<file path="config.mk">
export PLATFORM = sky130hd
export DESIGN_NAME = rat_intr_ctrl
export DESIGN_NICKNAME = d
export VERILOG_FILES = /design/src/rtl/rat_pkg.sv /design/src/rtl/irq_sync_edge.sv /design/src/rtl/rat_intr_ctrl.sv
export SDC_FILE = /design/constraint.sdc
export NUM_CORES = 1
export LEC_CHECK = 0
export CORE_MARGIN = 2
export CORE_UTILIZATION = 40
export DETAILED_ROUTE_END_ITERATION = 10
export PLACE_DENSITY = 0.69
export SETUP_SLACK_MARGIN = 0.02
export SLEW_MARGIN = 20
export SYNTH_ARGS = -nofsm -noshare
export SYNTH_HDL_FRONTEND = slang
export SYNTH_SLANG_ARGS = --single-unit
</file>
<file path="constraint.sdc">
create_clock -name clk -period 1.7 [get_ports clk]
set_input_delay 0.425 -clock clk [delete_from_list [all_inputs] [get_ports clk]]
set_output_delay 0.425 -clock clk [all_outputs]
set_load 0.005 [all_outputs]
</file>
<file path="src/rtl/rat_pkg.sv">
// ---------------------------------------------------------------------------
// rat_pkg
//   Shared types and constants for the RAT interrupt controller.
//   - IntState : interrupt FSM states
//   - PORT_*_DEFAULT : default I/O port IDs of the controller registers
//   - VEC_W : width of the serviced-vector register (index of up to 8 sources)
// ---------------------------------------------------------------------------
package rat_pkg;

   typedef enum logic [1:0] {
      INT_IDLE,
      INT_REQ,
      INT_ACK,
      INT_SERVICE
   } IntState;

   localparam logic [7:0] PORT_MASK_DEFAULT = 8'h30;
   localparam logic [7:0] PORT_PEND_DEFAULT = 8'h31;
   localparam logic [7:0] PORT_VEC_DEFAULT  = 8'h32;

   localparam int VEC_W = 3;

endpackage

</file>
<file path="src/rtl/irq_sync_edge.sv">
// ---------------------------------------------------------------------------
// irq_sync_edge
//   Synchronizes one asynchronous request line and flags its rising edge.
//   Ports:
//     clk     : system clock
//     reset_n : asynchronous reset, active-low
//     d       : asynchronous request input
//     rise    : one-cycle pulse after a synchronized 0->1 transition
// ---------------------------------------------------------------------------
module irq_sync_edge #(
   parameter int SYNC_STAGES = 2
) (
   input  logic clk,
   input  logic reset_n,
   input  logic d,
   output logic rise
);

   logic [SYNC_STAGES-1:0] sync_q;
   logic                   prev_q;

   always_ff @(posedge clk or negedge reset_n) begin
      if (!reset_n) begin
         sync_q <= '0;
         prev_q <= 1'b0;
      end else begin
         // NOTE: non-blocking so each stage captures its neighbour's old value;
         // blocking assignments here would collapse the chain into one flop.
         sync_q <= {sync_q[SYNC_STAGES-2:0], d};
         prev_q <= sync_q[SYNC_STAGES-1];
      end
   end

   assign rise = sync_q[SYNC_STAGES-1] & ~prev_q;

endmodule

</file>
<file path="src/rtl/rat_intr_ctrl.sv">
// ---------------------------------------------------------------------------
// rat_intr_ctrl
//   Interrupt controller in front of the RAT control unit. Latches rising
//   edges of NUM_SRC request lines as pending, qualifies them with a software
//   mask and the global I flag, and holds `interrupt` until the CU acks.
//   Ports:
//     clk, reset_n       : clock, asynchronous active-low reset
//     irq_src            : asynchronous request lines (rising-edge sensitive)
//     i_set / i_clr      : CU global-enable set / clear (clear wins)
//     intr_ack           : CU interrupt-cycle acknowledge
//     io_strb, port_id,
//     out_port           : CU OUT bus (write when io_strb=1)
//     in_data, in_hit    : read data / address match for port_id
//     interrupt          : registered request to the CU
//     busy               : high while an interrupt is being serviced
// ---------------------------------------------------------------------------
module rat_intr_ctrl
   import rat_pkg::*;
#(
   parameter int         NUM_SRC     = 8,
   parameter int         SYNC_STAGES = 2,
   parameter logic [7:0] PORT_MASK   = PORT_MASK_DEFAULT,
   parameter logic [7:0] PORT_PEND   = PORT_PEND_DEFAULT,
   parameter logic [7:0] PORT_VEC    = PORT_VEC_DEFAULT
) (
   input  logic               clk,
   input  logic               reset_n,
   input  logic [NUM_SRC-1:0] irq_src,
   input  logic               i_set,
   input  logic               i_clr,
   input  logic               intr_ack,
   input  logic               io_strb,
   input  logic [7:0]         port_id,
   input  logic [7:0]         out_port,
   output logic [7:0]         in_data,
   output logic               in_hit,
   output logic               interrupt,
   output logic               busy
);

   logic [NUM_SRC-1:0] rise;
   logic [NUM_SRC-1:0] mask;
   logic [NUM_SRC-1:0] pending;
   logic [NUM_SRC-1:0] active;
   logic [NUM_SRC-1:0] w1c;
   logic [NUM_SRC-1:0] ack_clr;
   logic [VEC_W-1:0]   vec;
   logic [VEC_W-1:0]   ack_idx;
   logic               ien;
   logic               req;
   logic               ack_fire;
   logic               wr_mask;
   logic               wr_pend;
   logic [7:0]         mask_rd;
   logic [7:0]         pend_rd;
   IntState            state;

   for (genvar g = 0; g < NUM_SRC; g++) begin : g_src
      irq_sync_edge #(
         .SYNC_STAGES(SYNC_STAGES)
      ) u_sync (
         .clk     (clk),
         .reset_n (reset_n),
         .d       (irq_src[g]),
         .rise    (rise[g])
      );
   end

   assign wr_mask  = io_strb && (port_id == PORT_MASK);
   assign wr_pend  = io_strb && (port_id == PORT_PEND);
   assign w1c      = wr_pend ? out_port[NUM_SRC-1:0] : {NUM_SRC{1'b0}};
   assign active   = pending & mask;
   assign req      = ien & (|active);
   // Acks are only honoured while a request is actually on the wire.
   assign ack_fire = intr_ack && (state == INT_REQ);

   // Fixed priority: scanning downward lets the lowest active index win.
   always_comb begin
      // NOTE: defaults first so every path assigns every output; a missing
      // default in always_comb infers a latch.
      ack_idx = '0;
      ack_clr = '0;
      for (int k = NUM_SRC - 1; k >= 0; k--) begin
         if (active[k]) begin
            ack_idx    = VEC_W'(k);
            ack_clr    = '0;
            ack_clr[k] = 1'b1;
         end
      end
   end

   always_ff @(posedge clk or negedge reset_n) begin
      if (!reset_n) begin
         mask    <= '0;
         pending <= '0;
         vec     <= '0;
         ien     <= 1'b0;
      end else begin
         if (wr_mask) begin
            mask <= out_port[NUM_SRC-1:0];
         end
         // New edges are ORed in last so a set beats a same-cycle clear.
         pending <= (pending & ~w1c & ~(ack_fire ? ack_clr : {NUM_SRC{1'b0}})) | rise;
         if (ack_fire && (|active)) begin
            vec <= ack_idx;
         end
         if (i_clr) begin
            ien <= 1'b0;
         end else if (i_set) begin
            ien <= 1'b1;
         end
      end
   end

   always_ff @(posedge clk or negedge reset_n) begin
      if (!reset_n) begin
         state     <= INT_IDLE;
         interrupt <= 1'b0;
         busy      <= 1'b0;
      end else begin
         case (state)
            INT_IDLE: begin
               if (req) begin
                  state     <= INT_REQ;
                  interrupt <= 1'b1;
               end
            end
            INT_REQ: begin
               if (intr_ack) begin
                  state     <= INT_ACK;
                  interrupt <= 1'b0;
               end else if (!req) begin
                  // Request withdrawn by CLI, mask write or W1C.
                  state     <= INT_IDLE;
                  interrupt <= 1'b0;
               end
            end
            INT_ACK: begin
               state <= INT_SERVICE;
               busy  <= 1'b1;
            end
            INT_SERVICE: begin
               if (i_set) begin
                  state <= INT_IDLE;
                  busy  <= 1'b0;
               end
            end
            default: begin
               state     <= INT_IDLE;
               interrupt <= 1'b0;
               busy      <= 1'b0;
            end
         endcase
      end
   end

   // Read mux; held inactive during reset so the bus sees no hit.
   always_comb begin
      mask_rd                = '0;
      pend_rd                = '0;
      mask_rd[NUM_SRC-1:0]   = mask;
      pend_rd[NUM_SRC-1:0]   = pending;
      in_hit                 = 1'b0;
      in_data                = '0;
      if (reset_n) begin
         if (port_id == PORT_MASK) begin
            in_hit  = 1'b1;
            in_data = mask_rd;
         end else if (port_id == PORT_PEND) begin
            in_hit  = 1'b1;
            in_data = pend_rd;
         end else if (port_id == PORT_VEC) begin
            in_hit  = 1'b1;
            in_data = {{(8 - VEC_W){1'b0}}, vec};
         end
      end
   end

endmodule

</file>
==> results.json <==
{
  "grt_start_max_net_pins": 49,
  "io-pin-count": 41,
  "detailed_place_hpwl_microns": 3060,
  "antennaDiodeCount": 0,
  "grt_antenna_before_repair": 0,
  "cell_internal_pwr_w": 0.00198,
  "cap_viol_max_count": 0,
  "coreArea_sq_um": 4750,
  "cp_launch_type": "input pin",
  "timing.critical_path.max_delay_family": "simple AND/OR/NAND/NOR gates",
  "cp_data_required_time_ns": 1.27,
  "synth_edf_count": 0,
  "grt_pass1_wl_microns": 6780,
  "grt.met2_usage_pct": 25.3,
  "clk-insertion-delay-late_ns": 0.30,
  "critical_path_peak_fanout": 3,
  "synth.yosys.warnings": 0,
  "yosys.area_share.xor_xnor_pct": 0,
  "fin_setup_tns_ns": -0.822,
  "floorplan.die.width_microns": 74.5,
  "worst_r2r_dst": "vec[0]",
  "postLayoutSetupSlackWorst_ns": -0.171,
  "cts.sinks": 48,
  "first_pass_iters": 4,
  "outcome": "complete, but fails checks",
  "std_cell_rows": 25,
  "timing.critical_path.slowest_cell_delay_ns": 0.23,
  "clock_power_share_pct": 32.1,
  "setup.worst_path.end_class": "output port",
  "cells_along_the_critical_path": "buf_6 > nand4bb_4 > nor3_4 > nand2_2 > buf_6 > buf_6 > nor2_1 > buf_2",
  "report.final.setup_viol": 9,
  "global_route.usage.total_pct": 16.2,
  "fin_crit_sh_pct": 110,
  "arrival_time_worst_endpoint_ns": 1.45,
  "start_util_pct": 41.9,
  "synth.lib_cells_used.distinct": 32,
  "gr_peak_layer": "met2",
  "post_cts_hold_buffer_count": 0,
  "grtUsageMet3_pct": 3.66,
  "fillerInstances": 431,
  "synthesis.area_per_instance_sq_um": 11.7,
  "routed_via_density": 4.86,
  "reg2reg_depth": 6,
  "yosys-mux-area-fraction_pct": 9.11,
  "critical_path.slowest_cell": "sky130_fd_sc_hd__nand4bb_4",
  "vias": 1497,
  "netlist_instances": 170,
  "synth_compound_area_share_pct": 11.9,
  "hold_violations": 0,
  "post-place-ws_ns": -0.819,
  "place.port_buffers": 40,
  "failing_checks": "setup timing",
  "cts_htree_levels": 2,
  "cts.path.max_buffers": 2,
  "antenna_left": 0,
  "design.die.area_sq_um": 5560,
  "swShare_pct": 24.7,
  "timing.setup.critical_path_class": "input pin to output port",
  "synth_adder_area_share_pct": 0,
  "rr_startpoint": "mask[1]",
  "die_height_microns": 74.5,
  "hold_class": "input pin to asynchronous set/reset pin",
  "fin_worst_skew_ns": 0.0109,
  "cts_tree": "yes",
  "final_period_minus_worst_setup_slack_ns": 1.87,
  "postSynth.topFlopCell": "sky130_fd_sc_hd__dfrtp_1",
  "max_slew.worst_pin.slew_ns": 0.593,
  "routed_wire_length_per_instance_microns": 13.2,
  "p_leak_nw": 1.26,
  "report.final.slew_viol_count": 0,
  "unrepaired_setup_endpoints_after_global_routing": "yes",
  "drt_drc": 0,
  "power_density_nw_per_um2": 958,
  "synth_async_sr_flop_share_pct": 100,
  "tritoncts.num_buffers": 5,
  "global_route.usage.met1_pct": 22.9,
  "synth-seq-cells": 48,
  "layout.core_utilization_pct": 57.7,
  "combinational_group_share_of_total_power_pct": 16.5,
  "vdd.ir_drop.worst_uv": 771,
  "yosysSeqAreaShare_pct": 60.3,
  "switchingPower_w": 0.000648,
  "final_nets": 270,
  "timing.fmax_ghz": 0.535,
  "netlist_area_sq_um": 1990,
  "timing.reg2reg.setup_slack_ns": 0.16,
  "critical_path_buf_inv_count": 4,
  "instances_no_fill": 308,
  "syn_nets": 200,
  "dr.first_iter.drc_count": 88,
  "drive_above_1_share_pct": 30.3,
  "largest_family_of_logic_cells_by_synthesized_area": "simple AND/OR/NAND/NOR gates",
  "gp_routability_congestion": 0.803,
  "placed_instances": 295,
  "total_power_w": 0.00263,
  "path_common_cell": "sky130_fd_sc_hd__buf_6",
  "root_buffer": "sky130_fd_sc_hd__clkbuf_8",
  "globalRoute.totalOverflow": 0,
  "synth_simple_gate_area_share_pct": 15.5,
  "power.sequential.fraction_pct": 51.4,
  "synthToLayoutAreaGrowth_pct": 37.7,
  "relSlewSlack_pct": 60.5,
  "detail_route.wirelength_microns": 4080,
  "cts_clk_pin_slew_worst_paths_ns": 0.09,
  "grt_pass1_vias": 1488
}
[layer usage]
metal / up-vias / wire length, microns
met2: 35 / 1930
met4: 0 / 37
met1: 722 / 1890
met3: 5 / 230
met5: - / 0
li1: 735 / -
[Yosys cell counts, types with 3 or more instances]
cell                      instances  area [sq um]
sky130_fd_sc_hd__a32o_1           7          70.1
sky130_fd_sc_hd__mux2_2           9           101
sky130_fd_sc_hd__nand2_1         25          93.8
sky130_fd_sc_hd__a21oi_1          8          40.0
sky130_fd_sc_hd__o21ai_0          5          25.0
sky130_fd_sc_hd__dfrtp_1         48          1200
sky130_fd_sc_hd__nand4_1          4          25.0
sky130_fd_sc_hd__mux2i_1          8          80.1
sky130_fd_sc_hd__nor2_1          15          56.3
sky130_fd_sc_hd__a22oi_1          3          22.5
sky130_fd_sc_hd__inv_1           12          45.0
[power by group through the flow]
| stage | sequential [W] | clock (W) | combinational, W |
|---|---|---|---|
| 2_1_floorplan | 0.00135 | 0 | 0.000223 |
| 3_3_place_gp | 0.00137 | 0 | 0.000431 |
| 3_5_place_dp | 0.00137 | 0 | 0.000439 |
| 4_1_cts | 0.00135 | 0.000872 | 0.000440 |
| 5_1_grt | 0.00137 | 0.000921 | 0.000486 |
| 6_report | 0.00135 | 0.000844 | 0.000434 |
[timing repair]
item,in CTS,in global routing
endpoints found under the setup margin,25,9
resized for setup,66,4
pin swaps,9,1
setup buffers,5,0
[worst max path at each step]
stage | slack [ns] | cells past startpoint | start | to
after CTS | -0.18 | 8 | port_id[7] | in_data[6]
after detailed placement | -0.82 | 6 | port_id[3] | in_data[7]
final | -0.17 | 8 | port_id[7] | in_data[6]
after floorplan | 0.11 | 5 | port_id[3] | mask[0]
after global placement | -0.80 | 6 | port_id[3] | in_data[7]
after global routing | -0.24 | 8 | port_id[7] | in_data[6]
[cell families (layout without fill, tap and decap cells)]
kind of cell,after synthesis,in the layout
simple gates,57,57
flops,48,48
compound gates,33,33
mux,17,17
buf+inv,15,86
[stage by stage]
step / hold WS (ns) / cell area, sq um
final: 0.314 / 2740
after global placement: 0.332 / 2610
after floorplan: 0.129 / 1990
after global routing: 0.365 / 2740
after detailed placement: 0.336 / 2610
after CTS: 0.343 / 2750
[worst register-to-register path, cell delays in order, from the launching register on]
cell and delay, ns:
sky130_fd_sc_hd__dfrtp_1 0.38, sky130_fd_sc_hd__buf_4 0.15, sky130_fd_sc_hd__a22oi_1 0.18, sky130_fd_sc_hd__buf_4 0.16, sky130_fd_sc_hd__nand2_1 0.05, sky130_fd_sc_hd__o21ai_1 0.18, sky130_fd_sc_hd__mux2_2 0.35
[cells in the final DEF, fill, tap and decap left out, drive strengths merged, types with 8 or more instances in the layout]
cell            n
a21oi           8
buf            40
clkdlybuf4s50  22
dfrtp          48
inv            12
mux2            9
mux2i           8
nand2          25
nor2           15
[final cells by class]
type                       instances  area, sq um  share of cell area, %
clock inverter                     2         38.8                   1.41
timing repair buffer              66          541                   19.7
clock buffer                       6         82.6                   3.01
tap                               67         83.8                   3.06
sequential                        48         1200                   43.8
multi-input combinational        107          749                   27.3
inverter                          12         45.0                   1.64
[registers in the layout, summed over array words and instances (netlist names), named ones only]
register / flops
busy: 1
g_src.u_sync.prev_q: 8
g_src.u_sync.sync_q: 16
ien: 1
interrupt: 1
mask: 8
pend_rd: 8
state: 1
vec: 3
Power figures use the tool's default switching activity.
